$ cat src/rtl/or1200_cust5_sha3_if.sv
// ---------------------------------------------------------------------------
// or1200_cust5_sha3_if
//
// Command-side responder for the l.cust5 SHA3-512 instructions.
// HEAD starts a message. DATA packs 32-bit words into a 576-bit rate block.
// TAIL applies SHA3 padding (0x06 ... 0x80) and closes the message. STORE
// reads one 32-bit word of the captured digest back to the ALU result path.
// Full and final blocks go to the Keccak core over a valid/ready handshake.
//
// Ports
//   clk, rst            rising-edge clock, synchronous active-low reset
//   ex_freeze           execute-stage freeze; blocks command acceptance
//   alu_op, cust5_op    opcode / sub-op (HEAD 00100, DATA 00010,
//                       TAIL 00001, STORE 01000)
//   cust5_limm          STORE word select (limm[5:4] must be 0)
//   operand_a           message word, first character in [31:24]
//   result              STORE read data (0 when not a STORE)
//   busy                stall request while a block is awaiting the core
//   blk_data/valid/last block to the core, word i at [575-32i -: 32]
//   blk_ready           core accepts block
//   dig_in, dig_valid   512-bit digest and its one-cycle strobe
//
// Optional feature: define OR1200_SHA3_STATUS_EN to add the STATUS sub-op
// (10000), which returns {23'b0, done, busy_state, count, idle, 1'b0}.
// ---------------------------------------------------------------------------
module or1200_cust5_sha3_if #(
  parameter int RATE_WORDS = 18
) (
  input  logic                      clk,
  input  logic                      rst,
  input  logic                      ex_freeze,
  input  logic [4:0]                alu_op,
  input  logic [4:0]                cust5_op,
  input  logic [5:0]                cust5_limm,
  input  logic [31:0]               operand_a,
  output logic [31:0]               result,
  output logic                      busy,
  output logic [32*RATE_WORDS-1:0]  blk_data,
  output logic                      blk_valid,
  output logic                      blk_last,
  input  logic                      blk_ready,
  input  logic [511:0]              dig_in,
  input  logic                      dig_valid
);

  localparam int          CW        = $clog2(RATE_WORDS + 1);
  localparam logic [4:0]  ALU_CUST5 = 5'b1_0010;
  localparam logic [4:0]  OP_TAIL   = 5'b0_0001;
  localparam logic [4:0]  OP_DATA   = 5'b0_0010;
  localparam logic [4:0]  OP_HEAD   = 5'b0_0100;
  localparam logic [4:0]  OP_STORE  = 5'b0_1000;
  localparam logic [31:0] PAD_FIRST = 32'h0600_0000;
  localparam logic [31:0] PAD_LAST  = 32'h0000_0080;
`ifdef OR1200_SHA3_STATUS_EN
  localparam logic [4:0]  OP_STATUS = 5'b1_0000;
`endif

  typedef enum logic [2:0] {
    S_IDLE, S_FILL, S_SEND, S_SENDLAST, S_WAIT_DIG
  } state_e;

  state_e        state_q, state_d;
  logic [CW-1:0] count_q, count_d;
  logic [31:0]   buf_q [RATE_WORDS];
  logic [31:0]   buf_d [RATE_WORDS];
  logic [511:0]  digest_q, digest_d;
`ifdef OR1200_SHA3_STATUS_EN
  logic          done_q, done_d;
`endif

  logic       cust5_cmd;
  logic       sending;
  logic       op_defined;
  logic       acc;
  logic [8:0] store_lsb;

  assign cust5_cmd = (alu_op == ALU_CUST5) && !ex_freeze;
  assign sending   = (state_q == S_SEND) || (state_q == S_SENDLAST);

  // DATA/TAIL cannot touch the buffer while a block is held for the core,
  // so they stall; HEAD (abort) and STORE are always serviced at once.
  assign busy = cust5_cmd && sending &&
                ((cust5_op == OP_DATA) || (cust5_op == OP_TAIL));

`ifdef OR1200_SHA3_STATUS_EN
  assign op_defined = (cust5_op == OP_HEAD) || (cust5_op == OP_DATA) ||
                      (cust5_op == OP_TAIL) || (cust5_op == OP_STORE) ||
                      (cust5_op == OP_STATUS);
`else
  assign op_defined = (cust5_op == OP_HEAD) || (cust5_op == OP_DATA) ||
                      (cust5_op == OP_TAIL) || (cust5_op == OP_STORE);
`endif

  assign acc       = cust5_cmd && !busy && op_defined;
  assign store_lsb = {cust5_limm[3:0], 5'b0_0000};

  assign blk_valid = sending;
  assign blk_last  = (state_q == S_SENDLAST);

  for (genvar i = 0; i < RATE_WORDS; i++) begin : g_pack
    assign blk_data[32*(RATE_WORDS-1-i) +: 32] = buf_q[i];
  end

  // Zero-latency read path for STORE (and STATUS when enabled).
  always_comb begin
    result = '0;
    if (acc && (cust5_op == OP_STORE) && (cust5_limm[5:4] == 2'b00)) begin
      result = digest_q[store_lsb +: 32];
    end
`ifdef OR1200_SHA3_STATUS_EN
    if (acc && (cust5_op == OP_STATUS)) begin
      result = {23'b0, done_q, (sending || (state_q == S_WAIT_DIG)),
                5'(count_q), (state_q == S_IDLE), 1'b0};
    end
`endif
  end

  always_comb begin
    // NOTE: every next-state signal gets a hold value first so no path through
    // the case/if tree leaves one unassigned and infers a latch.
    state_d  = state_q;
    count_d  = count_q;
    buf_d    = buf_q;
    digest_d = digest_q;
`ifdef OR1200_SHA3_STATUS_EN
    done_d   = done_q;
`endif

    // Handshake / digest progress; an accepted HEAD below overrides all of it.
    case (state_q)
      S_SEND: begin
        if (blk_ready) begin
          state_d = S_FILL;
          count_d = '0;
          for (int i = 0; i < RATE_WORDS; i++) buf_d[i] = '0;
        end
      end
      S_SENDLAST: begin
        if (blk_ready) state_d = S_WAIT_DIG;
      end
      S_WAIT_DIG: begin
        if (dig_valid) begin
          digest_d = dig_in;
          state_d  = S_IDLE;
`ifdef OR1200_SHA3_STATUS_EN
          done_d   = 1'b1;
`endif
        end
      end
      default: ;
    endcase

    if (acc) begin
      case (cust5_op)
        OP_HEAD: begin
          for (int i = 0; i < RATE_WORDS; i++) buf_d[i] = '0;
          buf_d[0] = operand_a;
          count_d  = CW'(1);
          state_d  = S_FILL;
          digest_d = digest_q;  // a same-cycle dig_valid is dropped
`ifdef OR1200_SHA3_STATUS_EN
          done_d   = 1'b0;
`endif
        end
        OP_DATA: begin
          if (state_q == S_FILL) begin
            for (int i = 0; i < RATE_WORDS; i++) begin
              if (count_q == CW'(i)) buf_d[i] = operand_a;
            end
            count_d = count_q + CW'(1);
            if (count_q == CW'(RATE_WORDS - 1)) state_d = S_SEND;
          end
        end
        OP_TAIL: begin
          if (state_q == S_FILL) begin
            for (int i = 0; i < RATE_WORDS; i++) begin
              if (count_q == CW'(i)) buf_d[i] = buf_q[i] | PAD_FIRST;
            end
            // Applied on top of buf_d so both pad bytes merge when count=17.
            buf_d[RATE_WORDS-1] = buf_d[RATE_WORDS-1] | PAD_LAST;
            state_d = S_SENDLAST;
          end
        end
        default: ;
      endcase
    end
  end

  // NOTE: sequential state uses non-blocking assignments so every register
  // samples its pre-edge inputs regardless of statement order.
  always_ff @(posedge clk) begin
    if (!rst) begin
      state_q  <= S_IDLE;
      count_q  <= '0;
      // NOTE: the block buffer is reset (not left as plain storage) because
      // it drives blk_data directly and must read as zero out of reset.
      for (int i = 0; i < RATE_WORDS; i++) buf_q[i] <= '0;
      digest_q <= '0;
`ifdef OR1200_SHA3_STATUS_EN
      done_q   <= 1'b0;
`endif
    end else begin
      state_q  <= state_d;
      count_q  <= count_d;
      for (int i = 0; i < RATE_WORDS; i++) buf_q[i] <= buf_d[i];
      digest_q <= digest_d;
`ifdef OR1200_SHA3_STATUS_EN
      done_q   <= done_d;
`endif
    end
  end

endmodule
$ cat config.mk
export PLATFORM = sky130hd
export DESIGN_NAME = or1200_cust5_sha3_if
export DESIGN_NICKNAME = d
export VERILOG_FILES = /design/src/rtl/or1200_cust5_sha3_if.sv
export SDC_FILE = /design/constraint.sdc
export NUM_CORES = 2
export LEC_CHECK = 0
export CAP_MARGIN = 10
export CORE_AREA = 2 2 453 455
export DETAILED_ROUTE_END_ITERATION = 8
export DIE_AREA = 0 0 455 457
export PLACE_DENSITY = 0.41
export SETUP_SLACK_MARGIN = 0.1
export SLEW_MARGIN = 20
export SYNTH_ARGS = -nofsm -noshare
export SYNTH_HDL_FRONTEND = slang
export SYNTH_SLANG_ARGS = --single-unit
$ cat constraint.sdc
create_clock -name clk -period 8.2 [get_ports clk]
set_input_delay 1.64 -clock clk [delete_from_list [all_inputs] [get_ports clk]]
set_output_delay 1.64 -clock clk [all_outputs]
set_load 0.05 [all_outputs]
# Word-level counts from Yosys, hierarchy flattened

Cells that the tools add are included.

Add/sub/neg operators: 1
Eq/ne operators: 45
Shift operators: 1
Multiplexer cells: 61
Reduce and logical (&&, ||, !) cells: 16

Operators with widths:

| cell                                                                   | number |
|---|---|
| 576-bit two-way mux                                                    | 5 |
| 512-bit two-way mux                                                    | 4 |
| 576-bit case mux with 3 select lines                                   | 1 |
| 32-bit two-way mux                                                     | 37 |
| 512-bit by 10-bit indexed part select with 32-bit output               | 1 |
| 4-bit inequality test (second input constant)                          | 18 |
| 5-bit by 4-bit equality test with 1-bit output (second input constant) | 9 |
| 5-bit by 3-bit equality test with 1-bit output (second input constant) | 5 |
| 3-bit two-way mux                                                      | 7 |
| 5-bit two-way mux                                                      | 4 |
| 3-bit case mux with 3 select lines                                     | 2 |
| 5-bit by 2-bit equality test with 1-bit output (second input constant) | 3 |
| 5-bit equality test (second input constant)                            | 3 |
| 5-bit by 1-bit equality test with 1-bit output (second input constant) | 2 |
| 5-bit case mux with 2 select lines                                     | 1 |
| 1-bit logical AND                                                      | 7 |
| 3-bit by 2-bit equality test with 1-bit output (second input constant) | 2 |
| 5-bit by 1-bit adder with 5-bit output (second input constant)         | 1 |
| 5-bit logical NOT                                                      | 1 |
| 1-bit logical OR                                                       | 5 |
| 3-bit by 1-bit equality test with 1-bit output (second input constant) | 1 |
| 3-bit equality test (second input constant)                            | 1 |
| 1-bit logical NOT                                                      | 2 |
| 2-bit logical NOT                                                      | 1 |
| 2-bit inequality test (second input constant)                          | 1 |

Bits in registers: 1096
Input bits: 565
Output and inout bits: 611

# Depth between registers and ports, before layout

Word-level depth: 10
Gate-level depth with buffers: 11
Gate-level depth less buffers: 9

# Worst setup path before layout

No wires, ideal clock.

Path kind: in2out
Start: input alu_op[0]
End: output result[10]
Arrival: 3.754 ns
Data required time: 6.560 ns
Path slack: 2.806 ns
Cell stages on the path: 8
Buffers on the path: 2
Path through: nor4b_4 > and2_1 > buf_2 > o21ai_1 > nor3_2 > nand3_1 > clkbuf_1 > nor2b_1

Word-level cells in the longest chain between the ends: 10

RTL lines:

| what                               | line | text |
|---|---|---|
| start, declared                    | 32   | `input logic [4:0] alu_op,` |
| 5-bit equality test (*)            | 77   | `assign cust5_cmd = (alu_op == ALU_CUST5) && !ex_freeze;` |
| 1-bit logical AND (*)              | 77   |  |
| 1-bit logical AND (2 in a row)     | 82   | `assign busy = cust5_cmd && sending &&` |
| 1-bit logical NOT                  | 94   | `assign acc = cust5_cmd && !busy && op_defined;` |
| 1-bit logical AND (*) (2 in a row) | 94   |  |
| 1-bit logical AND (*) (2 in a row) | 107  | `if (acc && (cust5_op == OP_STORE) && (cust5_limm[5:4] == 2'b00)) begin` |
| 32-bit two-way mux (*)             | 107  |  |
| end, declared                      | 36   | `output logic [31:0] result,` |

Mark *: on every way between the ends. The rest lies on a longest branch, timed or not.

# Worst setup path after layout

Start: input cust5_op[0]
End: output result[1]

Word-level cells in the longest chain between the ends: 9

RTL lines:

| what                                                                                                             | line       | text |
|---|---|---|
| start, declared                                                                                                  | 33         | `input logic [4:0] cust5_op,` |
| 5-bit by 2-bit equality test with 1-bit output or 5-bit by 1-bit equality test with 1-bit output (tied branches) | 83, 90, 91 |  |
| 1-bit logical OR                                                                                                 | 83         | `((cust5_op == OP_DATA) \|\| (cust5_op == OP_TAIL));` |
| 1-bit logical AND                                                                                                | 82         |  |
| 1-bit logical NOT                                                                                                | 94         |  |
| 1-bit logical AND (2 in a row)                                                                                   | 94         |  |
| 1-bit logical AND (*) (2 in a row)                                                                               | 107        |  |
| 32-bit two-way mux (*)                                                                                           | 107        |  |

Marked as above.

==> flow_summary.yaml <==
clocking:
  clkTransAtPathRegs_ps: 60
  htreeDepth: 4
  cts_buffers: 135
  clockBufferDepth: 3
  cts_resized: 0
  cts.sinks: 1096
  clk_latency_ps: 790
  post_cts_buffers: 0
  cts_tree: "done"
  cts.hold.buffers_added: 0
  cts-root-buf: "clkbuf_16"
synth:
  yosysUniqueCellTypes: 69
  yosys.area.top_type_share_pct: 49.68
  synth-seq-cells: 1096
  synth_warnings: 0
  syn-instance-count: 4695
  syn_area_um2: 44160
  ys_seq_area_share_pct: 49.68
  synth_async_sr_flop_share_pct: 0
  syn_area_per_cell_um2: 9.406
  netlist_top_cells_area: "dfxtp_1, mux4_2, nand3_1"
  synthFlopType: "dfxtp_1"
  synth_fp_nets: 5265
  synth.largest_area_cell: "dfxtp_1"
  synth_edf_count: 0
floorplan:
  die_w_um: 455
  start_util_pct: 21.72
  fp.dieH_um: 457
  core_area_um2: 203300
  rows: 166
  die-area_um2: 207900
  pin_count: 1176
timing:
  worst_pin_slew_ps: 1151
  setup_viol: 0
  rsz0062_at_grt: "no"
  fmaxAchievable_mhz: 137.3
  clock-skew-final_ps: 26.41
  slew_headroom_pct: 23.00
  drv_slew: 0
  timing.setup.tns_ps: 0
  finalCriticalPeriod_ps: 7286
  postLayoutSetupSlackWorst_ps: 914.5
  fin_crit_sh_pct: 88.85
  hold_viol_final: 0
critical_path:
  worstPathMaxFanout: 30
  cp-start-kind: "input pin"
  critical_path_class: "input pin to primary output"
  timing.critical_path.mode_cell: "clkdlybuf4s50_1"
  end_kind: "primary output"
  crit_required_ps: 6560
  crit_family: "simple AND/OR/NAND/NOR gates"
  path_cells: "clkdlybuf4s50_1, xor2_2, nand2_1, o21ai_1, nor3_2, nand3_2, nor2b_1, clkdlybuf4s50_1"
  crit_path_top_delay_cell: "clkdlybuf4s50_1"
  crit_buf_inv: 2
  cpPeakStageDelay_ps: 870
  arrival_ps: 5650
placement:
  dp.cells: 8134
  gp_routability_congestion: 0.8595
  io_buffer_count: 1175
  dp_hpwl_um: 176700
  dpl_worst_slack_ps: 802.8
min_path:
  min_path_type: "register to register"
finish:
  final_nets: 6154
  area_growth_pct: 41.64
  multiInputGateArea_um2: 20160
  final-seq-area_um2: 21940
  stdcell_count: 8411
  n_fill_cell: 21290
  drive_gt1_share_pct: 9.427
power_and_ir_drop:
  power_density_nw_per_um2: 193.5
  ir_worst_vdd_v: 0.0002203
  finalPower_mw: 12.11
  leakagePower_nw: 21.03
route:
  wl_per_cell_um: 28.24
  avgViaCountPerCell: 4.932
  first_pass_iters: 6
  ant_nets: 0
  vias: 41490
  dr.first_iter.drc_count: 3569
  totalWireLength_um: 237500
  drcViolationCount: 0
global_route:
  grt_pass1_wl_um: 322300
  grt_max_degree: 233
  antenna_found_initial: 69
  grtUsageTotal_pct: 21.91
  grt_pass1_vias: 39270
  overflow: 0
job:
  cap_violations: 0
run_status:
  run_status: "complete, no violations"
area by class of cell:
type | count | area share (%)
timing repair buffer | 1271 | 20.17
multi-input combinational | 3074 | 32.24
inverter | 6 | 0.03600
tap | 2688 | 5.377
clock inverter | 40 | 0.6641
sequential | 1096 | 35.08
antenna | 37 | 0.1480
clock buffer | 199 | 6.291
stage by stage:
| stage | util, % | hold WS, ps | cell area, um^2 |
|---|---|---|---|
| 3_3_place_gp | 28.55 | 436.0 | 58060 |
| 2_1_floorplan | - | 433.5 | 44160 |
| 5_1_grt | 30.76 | 468.7 | 62550 |
| 4_1_cts | 30.70 | 453.5 | 62430 |
| 6_report | 30.76 | 451.5 | 62550 |
| 3_5_place_dp | 28.56 | 438.7 | 58080 |
final timing paths:
kind / from / endpoint / slack [ps] / cells after the start
worst min register to register: blk_data[280]$_SDFFE_PN0P_ / blk_data[280]$_SDFFE_PN0P_ / 450 / 1
worst min-delay path: blk_data[280]$_SDFFE_PN0P_ / blk_data[280]$_SDFFE_PN0P_ / 450 / 1
worst max-delay path: cust5_op[0] / result[1] / 910 / 8
worst max register to register: state_q[2]$_SDFF_PN0_ / blk_data[244]$_SDFFE_PN0P_ / 4320 / 8
kinds of logic after synthesis:
logic type               count (synthesis)  synth area share, %
multiplexers                           160                8.160
AND/OR/NAND/NOR                       1750                18.51
buffers and inverters                  525                5.128
adder cells (fa/ha/maj)                  5               0.1417
AO/OA/AOI/OAI                         1157                18.32
XOR/XNOR                                 2              0.05668
flip-flops                            1096                49.68
cells in the final DEF, fill, tap and decap left out, types with 7 or more instances in the layout:
master              n
clkinv_2           18
o21ai_1            56
dfxtp_1          1096
nand4_1             7
o221ai_1          181
a32oi_1            13
diode_2            37
nor2b_1           104
a22oi_1            67
a211oi_1           21
clkbuf_8           21
nor3_2              7
nor2_1             32
nand2_2             8
clkdlybuf4s50_1  1161
a32o_1            122
a22o_1            122
o2bb2ai_1          32
nand3_1           702
mux4_2            160
clkbuf_16         140
a21o_1             19
clkbuf_1           38
nand2_1           775
nor3_1             38
buf_12             11
nand2b_1           10
a21oi_1            34
o21ai_0           463
and2_1             13
buf_4              93
layer usage:
metal | GRT usage (%) | routed length, um
met3 | 4.376 | 13610
met1 | 25.62 | 93990
met5 | 0 | 126
met4 | 10.77 | 10410
met2 | 37.88 | 119400
power breakdown:
group          internal, mW  switching [mW]  leakage (nW)
Combinational         0.328           0.453          10.1
Sequential             5.32      0.00000734          8.82
Clock                  3.49            2.51          2.12
registers in the layout, summed over array words and instances (netlist names):
| register | cells |
|---|---|
| digest_q | 512 |
| count_q | 5 |
| state_q | 3 |
| blk_data | 576 |
synthesized netlist by cell type, drive strengths merged, types with 8 or more instances:
master,n
a21oi,34
dfxtp,1096
nand2b,10
nand2,784
nand4,8
nand3,704
nor2,40
o21ai,519
buf,162
a22oi,67
nor2b,107
nor4,9
a21o,19
nor3,46
o2bb2ai,32
mux4,160
o221ai,181
a22o,122
a32oi,14
clkbuf,357
a211oi,21
a32o,122
and2,15
No activity file was read; power rests on OpenSTA's default activity.
